[src/rtl/microseq_ctrl_pkg.sv]
// Shared types and constants for the microprogram sequencer.
package microseq_pkg;
   localparam int OPC_W      = 4;
   localparam int UADDR_W    = 8;
   localparam int CW_W       = 16;
   localparam int CTRL_W     = 28;
   localparam int INSTR_W    = 8;
   localparam int SEQ_W      = 4;
   localparam int WDOG_LIMIT = 64;

   // Sequence-op field inside control word B
   localparam int SEQ_MSB = 15;
   localparam int SEQ_LSB = 12;

   localparam logic [SEQ_W-1:0] SEQ_CONT = 4'd0;
   localparam logic [SEQ_W-1:0] SEQ_DONE = 4'd1;
   localparam logic [SEQ_W-1:0] SEQ_BRZ  = 4'd2;
   localparam logic [SEQ_W-1:0] SEQ_WAIT = 4'd3;

   typedef enum logic [2:0] {IDLE, DEC, LOAD, UFETCH, EXEC} state_t;

   // What the sequencer does when leaving (or staying in) EXEC
   typedef enum logic [1:0] {ACT_FETCH, ACT_HOLD, ACT_DONE} act_t;
endpackage

[src/rtl/microseq_ctrl_if.sv]
// Instruction handshake, control-store ROM bus and datapath control bundle.
interface microseq_ctrl_if;
   logic                                instr_valid;
   logic [microseq_pkg::INSTR_W-1:0]    instruction;
   logic                                instr_ready;
   logic                                flag_z;
   logic                                ext_ready;
   logic                                rom_en;
   logic [microseq_pkg::OPC_W-1:0]      decode_address;
   logic [microseq_pkg::UADDR_W-1:0]    decode_data;
   logic [microseq_pkg::UADDR_W-1:0]    ctrl_a_address;
   logic [microseq_pkg::UADDR_W-1:0]    ctrl_b_address;
   logic [microseq_pkg::CW_W-1:0]       ctrl_a_data;
   logic [microseq_pkg::CW_W-1:0]       ctrl_b_data;
   logic [microseq_pkg::CTRL_W-1:0]     ctrl_signals;
   logic                                busy;
   logic                                illegal_uop;

   // Sequencer side
   modport master (
      input  instr_valid, instruction, flag_z, ext_ready,
             decode_data, ctrl_a_data, ctrl_b_data,
      output instr_ready, rom_en, decode_address, ctrl_a_address,
             ctrl_b_address, ctrl_signals, busy, illegal_uop
   );

   // Instruction source / ROMs / datapath side
   modport slave (
      output instr_valid, instruction, flag_z, ext_ready,
             decode_data, ctrl_a_data, ctrl_b_data,
      input  instr_ready, rom_en, decode_address, ctrl_a_address,
             ctrl_b_address, ctrl_signals, busy, illegal_uop
   );
endinterface

[src/rtl/microseq_ctrl_next_addr.sv]
// Combinational next micro-PC and EXEC action from the current sequence op.
module microseq_next_addr
   import microseq_pkg::*;
(
   input  logic [UADDR_W-1:0] i_upc,
   input  logic [SEQ_W-1:0]   i_seq,
   input  logic               i_flag_z,
   input  logic               i_ext_ready,
   output logic [UADDR_W-1:0] o_upc_next,
   output act_t               o_act,
   output logic               o_illegal
);
   // Decode seq op; micro-PC arithmetic wraps modulo 2**UADDR_W
   always_comb begin
      o_upc_next = i_upc + UADDR_W'(1);
      o_act      = ACT_FETCH;
      o_illegal  = 1'b0;
      case (i_seq)
         SEQ_CONT: o_act = ACT_FETCH;
         SEQ_DONE: o_act = ACT_DONE;
         SEQ_BRZ:  if (i_flag_z) o_upc_next = i_upc + UADDR_W'(2);
         SEQ_WAIT: if (!i_ext_ready) o_act = ACT_HOLD;
         default: begin
            o_act     = ACT_DONE;
            o_illegal = 1'b1;
         end
      endcase
   end
endmodule

[src/rtl/microseq_ctrl.sv]
// Microprogram sequencer: opcode -> decode ROM -> micro-PC walk over ROMs A/B.
// Optional step watchdog enabled by defining MICROSEQ_WDOG_EN.
module microseq_ctrl
   import microseq_pkg::*;
(
   input  logic            clk,
   input  logic            rst_n,
   microseq_ctrl_if.master bus
`ifdef MICROSEQ_WDOG_EN
   ,
   output logic            wdog_trip
`endif
);
   state_t               r_state;
   logic [UADDR_W-1:0]   r_upc;
   logic [OPC_W-1:0]     r_decode_address;
   logic [UADDR_W-1:0]   r_ctrl_address;
   logic                 r_rom_en;
   logic                 r_illegal_uop;
   logic [UADDR_W-1:0]   w_upc_next;
   act_t                 w_act;
   logic                 w_illegal;
`ifdef MICROSEQ_WDOG_EN
   localparam int STEP_W = $clog2(WDOG_LIMIT + 1);
   logic [STEP_W-1:0]    r_step_cnt;
   logic                 r_wdog_trip;
`endif

   microseq_next_addr u_next_addr (
      .i_upc       (r_upc),
      .i_seq       (bus.ctrl_b_data[SEQ_MSB:SEQ_LSB]),
      .i_flag_z    (bus.flag_z),
      .i_ext_ready (bus.ext_ready),
      .o_upc_next  (w_upc_next),
      .o_act       (w_act),
      .o_illegal   (w_illegal)
   );

   // Sequencer FSM with registered ROM addresses, chip-select and pulses
   always_ff @(posedge clk) begin
      if (!rst_n) begin
         r_state          <= IDLE;
         r_upc            <= '0;
         r_decode_address <= '0;
         r_ctrl_address   <= '0;
         r_rom_en         <= 1'b0;
         r_illegal_uop    <= 1'b0;
`ifdef MICROSEQ_WDOG_EN
         r_step_cnt       <= '0;
         r_wdog_trip      <= 1'b0;
`endif
      end else begin
         r_rom_en      <= 1'b0;
         r_illegal_uop <= 1'b0;
`ifdef MICROSEQ_WDOG_EN
         r_wdog_trip   <= 1'b0;
`endif
         case (r_state)
            IDLE: begin
               if (bus.instr_valid) begin
                  r_decode_address <= bus.instruction[INSTR_W-1:INSTR_W-OPC_W];
                  r_rom_en         <= 1'b1;
                  r_state          <= DEC;
`ifdef MICROSEQ_WDOG_EN
                  r_step_cnt       <= '0;
`endif
               end
            end
            DEC: r_state <= LOAD;
            LOAD: begin
               // Start address goes straight onto the control ROM address bus
               r_upc          <= bus.decode_data;
               r_ctrl_address <= bus.decode_data;
               r_rom_en       <= 1'b1;
               r_state        <= UFETCH;
            end
            UFETCH: r_state <= EXEC;
            EXEC: begin
               case (w_act)
                  ACT_HOLD: r_state <= EXEC;
                  ACT_FETCH: begin
                     r_upc          <= w_upc_next;
                     r_ctrl_address <= w_upc_next;
                     r_rom_en       <= 1'b1;
                     r_state        <= UFETCH;
                  end
                  default: begin
                     r_illegal_uop <= w_illegal;
                     r_state       <= IDLE;
                  end
               endcase
`ifdef MICROSEQ_WDOG_EN
               // Count EXEC exits only; the limit-th exit aborts the routine
               if (w_act != ACT_HOLD) begin
                  r_step_cnt <= r_step_cnt + STEP_W'(1);
                  if (r_step_cnt == STEP_W'(WDOG_LIMIT - 1)) begin
                     r_state     <= IDLE;
                     r_rom_en    <= 1'b0;
                     r_wdog_trip <= 1'b1;
                  end
               end
`endif
            end
            default: r_state <= IDLE;
         endcase
      end
   end

   assign bus.instr_ready    = rst_n && (r_state == IDLE);
   assign bus.busy           = (r_state != IDLE);
   assign bus.rom_en         = r_rom_en;
   assign bus.decode_address = r_decode_address;
   assign bus.ctrl_a_address = r_ctrl_address;
   assign bus.ctrl_b_address = r_ctrl_address;
   assign bus.illegal_uop    = r_illegal_uop;
   // ROM data is only meaningful in EXEC; everywhere else the datapath sees zero
   assign bus.ctrl_signals   = (r_state == EXEC) ?
                               {bus.ctrl_b_data[CTRL_W-CW_W-1:0], bus.ctrl_a_data} : '0;
`ifdef MICROSEQ_WDOG_EN
   assign wdog_trip          = r_wdog_trip;
`endif
endmodule

[src/flat_wrapper.sv]
// flat-port wrapper written by rule: the top's interface ports become plain ports
module microseq_ctrl_flat import microseq_pkg::*;
  (clk, rst_n, bus_instr_valid, bus_instruction, bus_flag_z, bus_ext_ready, bus_decode_data, bus_ctrl_a_data, bus_ctrl_b_data, bus_instr_ready, bus_rom_en, bus_decode_address, bus_ctrl_a_address, bus_ctrl_b_address, bus_ctrl_signals, bus_busy, bus_illegal_uop);
  microseq_ctrl_if bus_i ();
  input  logic clk;
  input  logic rst_n;
  input wire logic [$bits(bus_i.instr_valid)-1:0] bus_instr_valid;
  input wire logic [$bits(bus_i.instruction)-1:0] bus_instruction;
  input wire logic [$bits(bus_i.flag_z)-1:0] bus_flag_z;
  input wire logic [$bits(bus_i.ext_ready)-1:0] bus_ext_ready;
  input wire logic [$bits(bus_i.decode_data)-1:0] bus_decode_data;
  input wire logic [$bits(bus_i.ctrl_a_data)-1:0] bus_ctrl_a_data;
  input wire logic [$bits(bus_i.ctrl_b_data)-1:0] bus_ctrl_b_data;
  output wire logic [$bits(bus_i.instr_ready)-1:0] bus_instr_ready;
  output wire logic [$bits(bus_i.rom_en)-1:0] bus_rom_en;
  output wire logic [$bits(bus_i.decode_address)-1:0] bus_decode_address;
  output wire logic [$bits(bus_i.ctrl_a_address)-1:0] bus_ctrl_a_address;
  output wire logic [$bits(bus_i.ctrl_b_address)-1:0] bus_ctrl_b_address;
  output wire logic [$bits(bus_i.ctrl_signals)-1:0] bus_ctrl_signals;
  output wire logic [$bits(bus_i.busy)-1:0] bus_busy;
  output wire logic [$bits(bus_i.illegal_uop)-1:0] bus_illegal_uop;
  assign bus_i.instr_valid = bus_instr_valid;
  assign bus_i.instruction = bus_instruction;
  assign bus_i.flag_z = bus_flag_z;
  assign bus_i.ext_ready = bus_ext_ready;
  assign bus_i.decode_data = bus_decode_data;
  assign bus_i.ctrl_a_data = bus_ctrl_a_data;
  assign bus_i.ctrl_b_data = bus_ctrl_b_data;
  assign bus_instr_ready = bus_i.instr_ready;
  assign bus_rom_en = bus_i.rom_en;
  assign bus_decode_address = bus_i.decode_address;
  assign bus_ctrl_a_address = bus_i.ctrl_a_address;
  assign bus_ctrl_b_address = bus_i.ctrl_b_address;
  assign bus_ctrl_signals = bus_i.ctrl_signals;
  assign bus_busy = bus_i.busy;
  assign bus_illegal_uop = bus_i.illegal_uop;
  microseq_ctrl u_core (.clk(clk), .rst_n(rst_n), .bus(bus_i));
endmodule
[config.mk]
export PLATFORM = sky130hd
export DESIGN_NAME = microseq_ctrl_flat
export DESIGN_NICKNAME = d
export VERILOG_FILES = /design/src/rtl/microseq_ctrl_pkg.sv /design/src/rtl/microseq_ctrl_if.sv /design/src/rtl/microseq_ctrl_next_addr.sv /design/src/rtl/microseq_ctrl.sv /design/src/flat_wrapper.sv
export SDC_FILE = /design/constraint.sdc
export NUM_CORES = 1
export LEC_CHECK = 0
export CELL_PAD_IN_SITES_DETAIL_PLACEMENT = 1
export CELL_PAD_IN_SITES_GLOBAL_PLACEMENT = 2
export CORE_ASPECT_RATIO = 1.2
export CORE_UTILIZATION = 16
export DETAILED_ROUTE_END_ITERATION = 8
export PLACE_DENSITY_LB_ADDON = 0.05
export SLEW_MARGIN = 0
export SYNTH_ARGS = -nofsm -noshare
export SYNTH_HDL_FRONTEND = slang
export SYNTH_HIERARCHICAL = 1
export SYNTH_SLANG_ARGS = --single-unit
[constraint.sdc]
create_clock -name clk -period 3.1 [get_ports clk]
set_input_delay 0.775 -clock clk [delete_from_list [all_inputs] [get_ports clk]]
set_output_delay 0.775 -clock clk [all_outputs]
set_load 0.005 [all_outputs]
* Word-level counts from Yosys, hierarchy flattened
Index checks and enable logic that the tools add are counted.
** Cells by class
- Equal/unequal tests :: 10
- Reduce and logical (&&, ||, !) cells :: 11
- Add/subtract/negate cells :: 2
- Mux-type cells :: 14
- Bitwise logic cells :: 2
** Operator list (number)
- two-way mux 28 bit :: 1
- two-way mux 8 bit :: 3
- one-hot mux 8 bit (2 select lines) :: 1
- one-hot mux 3 bit (5 select lines) :: 1
- adder 8 x 1 -> 8 bit (second input constant) :: 1
- adder 8 x 2 -> 8 bit (second input constant) :: 1
- equality test 4 x 2 -> 1 bit (second input constant) :: 2
- OR reduction 4 bit :: 2
- equality test 3 x 2 -> 1 bit (second input constant) :: 2
- one-hot mux 3 bit (2 select lines) :: 1
- equality test 4 x 1 -> 1 bit (second input constant) :: 1
- logical NOT 4 bit :: 1
- two-way mux 1 bit :: 4
- != test 2 bit (second input constant) :: 2
- one-hot mux 2 bit (2 select lines) :: 1
- AND reduction 2 bit :: 2
- equality test 3 x 1 -> 1 bit (second input constant) :: 1
- equality test 3 bit (second input constant) :: 1
- logical NOT 3 bit :: 1
- two-way mux 3 bit :: 1
- one-hot mux 1 bit (3 select lines) :: 1
- nonzero test 3 bit :: 1
- equality test 2 x 1 -> 1 bit (second input constant) :: 1
- logical NOT 2 bit :: 1
- 4 further kinds :: 5
** Storage, ports and cells
- Bits in registers :: 17
- Input bits :: 53
- Output and inout bits :: 52

* Depth between registers and ports, before layout
Gate-level depths: netlist of run 1.
- Depth in word-level cells :: 6
- Depth in mapped cells :: 6

* By module
Netlist of run 1, hierarchy kept.
** Modules (own cells, without submodules)
- microseq_ctrl :: sequential area each 340.3 µm², cells an instance 114, times used 1, area an instance 1048.5 µm²
- microseq_next_addr :: sequential area each 0.0 µm², cells an instance 29, times used 1, area an instance 235.2 µm²

* Worst setup path before layout of run 1
OpenSTA, ideal clock, no wires.
- Path type :: input to register
- Start point :: input bus_ctrl_b_data[15]
- End point :: register u_core.r_ctrl_address[6], in the netlist u_core/bus.ctrl_a_address[6]
- Slack :: 0.665 ns
- Setup time :: 0.096 ns
- Cell stages on the path :: 6
- Arrival time :: 2.340 ns
- Path buffers :: 0
- Data required time :: 3.004 ns
- Cells stage by stage :: or3b_4 -> nor3b_4 -> mux2_4 -> xnor2_1 -> mux2i_1 -> a221oi_1
** On the way
- Elaborated cells between the ends (all ways) :: 11
** RTL lines
- start: declaration :: RTL line flat_wrapper.sv:13 : input wire logic [$bits(bus_i.ctrl_b_data)-1:0] bus_ctrl_b_data;
- equality test 4 x 2 -> 1 bit :: RTL line microseq_ctrl_next_addr.sv:18 : case (i_seq)
- two-way mux 8 bit :: RTL line microseq_ctrl_next_addr.sv:18
- net u_core.w_upc_next[6] :: RTL line microseq_ctrl.sv:20 : logic [UADDR_W-1:0] w_upc_next;
- two-way mux 8 bit :: RTL line microseq_ctrl.sv:79 : case (w_act)
- one-hot mux 8 bit (2 select lines) :: RTL line microseq_ctrl.sv:58 : case (r_state)
- end signal: assignment :: RTL line microseq_ctrl.sv:73 : r_ctrl_address <= bus.decode_data;
- end signal: assignment :: RTL line microseq_ctrl.sv:83 : r_ctrl_address <= w_upc_next;
- end: declaration :: RTL line microseq_ctrl.sv:17 : logic [UADDR_W-1:0] r_ctrl_address;
The timed path passes the listed nets, and every way through them passes these cells. The select of a mux whose other input is x is not followed.
A chain may end at the register's enable or synchronous reset.

* Final worst setup path of run 1
- Start point :: register u_core.r_state[1]
- End point :: output bus_ctrl_signals[12]
** On the way
- Cells in the longest elaborated chain, start to end :: 2
** RTL lines
- start: declaration :: RTL line microseq_ctrl.sv:14 : state_t r_state;
- start signal: assignment :: RTL line microseq_ctrl.sv:42 : r_state <= IDLE;
- start signal: assignment :: RTL line microseq_ctrl.sv:63 : r_state <= DEC;
- start signal: assignment :: RTL line microseq_ctrl.sv:69 : DEC: r_state <= LOAD;
- equality test 3 bit :: RTL line microseq_ctrl.sv:117 : assign bus.ctrl_signals = (r_state == EXEC) ?
- two-way mux 28 bit :: RTL line microseq_ctrl.sv:117
- end: declaration :: RTL line flat_wrapper.sv:19 : output wire logic [$bits(bus_i.ctrl_signals)-1:0] bus_ctrl_signals;
Every way passes these cells.

==> run_results.csv, run 1 <==
group,metric,value,unit
clock_tree,cts_root_buf,"clkbuf_8",
clock_tree,numCtsBuffers,3,
synthesis,yosysMostFrequentCell,"and2_1",
synthesis,syn-num-nets,198,
layout,register_area,340,um2
layout,multi_input_area,808,um2
clock_tree,cts_setup_buffers,0,
synthesis,synth_warnings,6,
synthesis,synth_area_leader_cell,"dfxtp_1",
power,p_leak,0.843,nW
critical_path,cp.arrival,1.99,ns
synthesis,yosys-top-cells-count,"and2_1, dfxtp_1, mux2i_1",
die,dieWidth,83.8,um
timing,worstMarginPinSlew,0.656,ns
synthesis,synth_area,0.00128,mm2
place,portBuffers,100,
place,gp_congestion,0.685,
timing,tns,0,ns
die,row_count,35,
global_routing,grt_max_degree,39,
drt,first_pass_iters,4,
synthesis,synth_edf_count,0,
die,core-area,0.00771,mm2
timing,slew_violations,0,
drt,drt-wirelength-per-cell,14.7,um
synthesis,synth-seq-area-share,0.265,
power,total_power,0.689,mW
layout,drive_above_1_share,0.0763,
timing,finalSetupViolCount,0,
timing,fin_crit_sh,0.891,
critical_path,path_class,"flop to output pin",
global_routing,grt_pass1_vias,1400,
power,cellPowerDensity,292,mW/mm2
power,peakVddDrop,0.000139,V
critical_path,end_kind,"output pin",
clock_tree,cts.sinks,17,
die,pin_count,105,
drt,vias_per_cell,4.11,
global_routing,grtUsageTotal,0.112,
critical_path,start_kind,"flop",
drt,routed_wirelength,4830,um
layout,antennaDiodeCount,0,
synthesis,avgSynthCellArea,8.98,um2
worst_hold_path,hold_depth,2,
critical_path,slowest_stage,"clkdlybuf4s50_1",
timing,clock-skew-final,0.000675,ns
critical_path,cp.depth,4,
die,die_area,0.00839,mm2
clock_tree,hold_buffers,0,
drt,drt_iter0_drc,30,
layout,area_delta_synth_final,84.0,%
synthesis,async_reset_ff_frac,0,
timing,hold_viol,0,
die,start_util,0.167,
critical_path,critPathMaxStageDelay,0.51,ns
critical_path,critical_path.max_fanout,38,
drt,postRouteAntennaNets,0,
drt,vias,1349,
timing,fmax,362,MHz
timing,relSlewSlack,0.561,
place,dp_hpwl,3920,um
clock_tree,cts_tree,"done",
die,dieHeight,100,um
place,pre_cts_ws,0.0921,ns
synthesis,yosys.cell_types.count,36,
worst_hold_path,hp-class,"flop to flop",
synthesis,yosysTopAreaCellShare,0.265,
job,maxCapViolCount,0,
clock_tree,insertion_delay,0.25,ns
timing,rsz0062_at_grt,"false",
clock_tree,cts_resized,0,
global_routing,global_route.overflow_total,0,
drt,drc,0,
synthesis,syn_inst,143,
critical_path,reg2reg_depth,3,
synthesis,synth.ff_latch_count,17,
timing,post-route-min-period,2.76,ns
critical_path,crit_family,"buffers and inverters",
critical_path,path_buf_inv,2,
clock_tree,clk_pin_slew,0.07,ns
synthesis,synth_area_leaders,"dfxtp_1, and2_1, mux2i_1, a221oi_1, buf_4",
timing,holdWs,0.507,ns
run_status,outcome,"completed",
critical_path,worstPathRequired,2.32,ns
critical_path,crit_chain,"nor3b_4, buf_4, and2_1, clkdlybuf4s50_1",
synthesis,synth_ff_type,"dfxtp_1",
layout,fillers,914,
global_routing,grt_pass1_wl,7460,um
clock_tree,cts_buffer_depth,2,
clock_tree,htree_num_levels,1,
layout,nets,292,
timing,setup_ws,0.337,ns
global_routing,antenna_found_initial,0,
power breakdown:
part	internal, mW	total, mW	switching, mW
clock network	0.0912	0.169	0.0775
logic	0.164	0.245	0.0812
registers	0.240	0.275	0.0345
flip-flops by register name, indices dropped and copies added, names as in the netlist:
signal,cells
u_core/r_state,3
u_core/bus.rom_en,1
u_core/bus.ctrl_a_address,8
u_core/bus.illegal_uop,1
u_core/bus.decode_address,4
cells in the final DEF, fill, tap and decap left out, drive strengths merged, types with 3 or more instances in the layout:
master	Yosys	final
a221oi	8	8
and2	28	28
buf	13	5
clkbuf	3	4
clkdlybuf4s50	0	100
dfxtp	17	17
inv	3	3
mux2i	14	14
nand3	5	5
nor2	13	13
nor3b	3	3
xnor2	6	6
stage by stage:
step	std cells	area, um2	utilization
global placement	324	2320	0.301
CTS	328	2360	0.306
finish	328	2360	0.306
floorplan	143	1280	-
detailed placement	324	2320	0.301
global route	328	2360	0.306
layer usage:
metal	global-route usage	up-vias	part of all wire
li1	-	676	-
met3	0.0148	4	0.022
met4	0.0365	0	0.013
met2	0.215	28	0.56
met5	0	-	0
met1	0.127	641	0.40
tightest hold or removal path: stages (launching register included):
cell and delay (ns):
dfxtp_1 0.33, mux2i_1 0.07, nor2_1 0.07
layout make-up:
class | instances | share of cell area
Clock buffer | 4 | 0.0191
Multi-Input combinational cell | 106 | 0.342
Sequential cell | 17 | 0.144
Tap cell | 92 | 0.0487
Inverter | 4 | 0.00636
Timing Repair Buffer | 105 | 0.440
worst paths after layout:
kind	from	end	slack (ns)
worst max register to register	u_core/r_state[1]$_SDFFE_PN0P_	u_core/bus.ctrl_a_address[1]$_SDFFE_PN0P_	1.30
worst max-delay path	u_core/r_state[1]$_SDFFE_PN0P_	bus_ctrl_signals[12]	0.34
worst min register to register	u_core/bus.decode_address[0]$_SDFFE_PN0P_	u_core/bus.decode_address[0]$_SDFFE_PN0P_	0.51
worst min-delay path	u_core/bus.decode_address[0]$_SDFFE_PN0P_	u_core/bus.decode_address[0]$_SDFFE_PN0P_	0.51
cell families (layout without fill, tap and decap cells):
kind of cell,count (synthesis),in the layout,share of synthesized area
AO/OA/AOI/OAI,19,19,0.119
XOR/XNOR,8,8,0.0546
adder cells (fa/ha/maj),2,2,0.0195
buffers and inverters,20,113,0.105
flip-flops,17,17,0.265
multiplexers,15,15,0.121
AND/OR/NAND/NOR,62,62,0.316
Power figures use the tool's default switching activity.
==> run 2, diff against run 1 <==
Settings changed: SLEW_MARGIN 0 to unset.
Clock period 3.1 ns to 2.65 ns, I/O delays scaled along.
==> run 2 against run 1 <==
Utilization increased by 0.71 points. Die area unchanged. Critical path depth unchanged. Sequential cell count unchanged. Final area increased by 2.3%. Register-to-register slack got worse by 0.37 ns.
==> run_results.csv, run 2 (synthesis results as in run 1) <==
group,metric,value,unit
run_status,outcome,"completed",
clock_tree,cts.sinks,17,
clock_tree,clk_pin_slew,0.07,ns
global_routing,grt_pass1_wl,7680,um
power,seqPwrFrac,0.401,
die,dieHeight,100,um
critical_path,crit_chain,"clkdlybuf4s50_1, clkinv_1, nor2_1, clkdlybuf4s50_1",
die,row_count,35,
timing,clock-skew-final,0.00345,ns
global_routing,global_route.overflow_total,0,
timing,worstMarginPinSlew,0.429,ns
die,core-area,0.00771,mm2
layout,final_cell_mix,"clkdlybuf4s50_1, and2_1, dfxtp_1",
timing,rsz0062_at_grt,"false",
drt,drt-wirelength-per-cell,15.1,um
worst_hold_path,hp-class,"flop to flop",
timing,finalSetupViolCount,0,
clock_tree,insertion_delay,0.25,ns
drt,drt_iter0_drc,26,
critical_path,worstSetupStartpoint,"rst_n",
layout,nets,297,
clock_tree,htree_num_levels,1,
critical_path,worstPathRequired,1.99,ns
global_routing,antenna_found_initial,0,
drt,vias_per_cell,4.17,
critical_path,end_kind,"output pin",
power,peakVddDrop,0.000156,V
global_routing,grt_pass1_vias,1469,
place,portBuffers,100,
timing,relSlewSlack,0.713,
power,power.internal,0.584,mW
critical_path,start_kind,"input port",
job,maxCapViolCount,0,
clock_tree,cts_tree,"done",
clock_tree,cts_setup_buffers,0,
global_routing,grtUsageTotal,0.116,
die,dieWidth,83.8,um
layout,final_util,0.314,
place,dp_hpwl,4070,um
clock_tree,hold_buffers,0,
worst_hold_path,min-delay-start,"u_core/bus.decode_address[2]$_SDFFE_PN0P_",
power,p_sw,0.229,mW
power,clkPwrFrac,0.244,
critical_path,cp.depth,4,
critical_path,critPathMaxStageDelay,0.50,ns
critical_path,slowest_stage,"clkdlybuf4s50_1",
critical_path,path_class,"input port to output pin",
layout,drive_above_1_share,0.0996,
power,cellPowerDensity,336,mW/mm2
clock_tree,numCtsBuffers,3,
timing,holdWs,0.523,ns
critical_path,reg2reg_depth,6,
place,gp_congestion,0.680,
drt,routed_wirelength,5040,um
layout,largest_register_ffs,8,
power,combPwrFrac,0.355,
critical_path,path_buf_inv,3,
drt,first_pass_iters,3,
clock_tree,cts_buffer_depth,2,
layout,final_common_cell,"clkdlybuf4s50_1",
die,start_util,0.167,
drt,drc,0,
clock_tree,cts_resized,0,
power,swShare,0.281,
critical_path,cp_common_cell,"clkdlybuf4s50_1",
die,die_area,0.00839,mm2
global_routing,grt_max_degree,39,
timing,fmax,394,MHz
worst_hold_path,hold_depth,2,
timing,fin_crit_sh,0.958,
layout,antennaDiodeCount,0,
drt,vias,1387,
power,p_leak,0.872,nW
critical_path,regToRegStartpoint,"u_core/bus.ctrl_a_address[0]$_SDFFE_PN0P_",
timing,hold_viol,0,
critical_path,crit_family,"buffers and inverters",
critical_path,cp.arrival,1.88,ns
critical_path,critical_path.max_fanout,2,
drt,postRouteAntennaNets,0,
timing,slew_violations,0,
clock_tree,cts_root_buf,"clkbuf_8",
die,pin_count,105,
layout,area_delta_synth_final,88.3,%
timing,post-route-min-period,2.54,ns
run 2: metrics by stage:
step                setup TNS [ns]  total power, mW  setup slack (ns)  std cells  area, um2
CTS                              0            0.832            0.0681        333       2410
finish                           0            0.813             0.112        333       2420
floorplan                        0            0.454             0.327        143       1280
global placement            -0.338            0.615            -0.136        329       2370
global route                     0            0.868            0.0204        333       2420
detailed placement          -0.626            0.626            -0.183        329       2370
run 2: worst reg2reg max path: stages, from the launching register on:
cell      delay, ns
dfxtp_1        0.50
ha_1           0.28
nand3_1        0.09
mux2_4         0.29
xnor2_1        0.13
mux2i_1        0.09
a221oi_1       0.26
run 2: cell type report:
type	count	area (um2)
multi-input cells	106	808
repair buffers	110	1090
clock buffers	4	45.0
well taps	92	115
flip-flops and latches	17	342
inverters	4	15.0
fillers	890	5290
run 2: path summary, 6_finish.rpt:
| path | endpoint | slack, ns |
|---|---|---|
| hold reg to reg | u_core/bus.decode_address[2]$_SDFFE_PN0P_ | 0.52 |
| setup reg to reg | u_core/bus.ctrl_a_address[6]$_SDFFE_PN0P_ | 0.93 |
| hold / removal | u_core/bus.decode_address[2]$_SDFFE_PN0P_ | 0.52 |
| setup / recovery | bus_instr_ready | 0.11 |
run 2: power groups by stage:
stage	Combinational, mW	Sequential (mW)	Clock (mW)
3_3_place_gp	0.285	0.330	0
2_1_floorplan	0.139	0.314	0
5_1_grt	0.313	0.333	0.222
6_report	0.289	0.326	0.198
4_1_cts	0.295	0.327	0.210
3_5_place_dp	0.293	0.333	0
run 2: metal layers:
layer / global-route usage / up-vias / wire (um)
li1: - / 684 / -
met5: 0 / - / 0
met4: 0.0352 / 0 / 31
met1: 0.129 / 675 / 1990
met2: 0.231 / 26 / 2890
met3: 0.00987 / 2 / 116
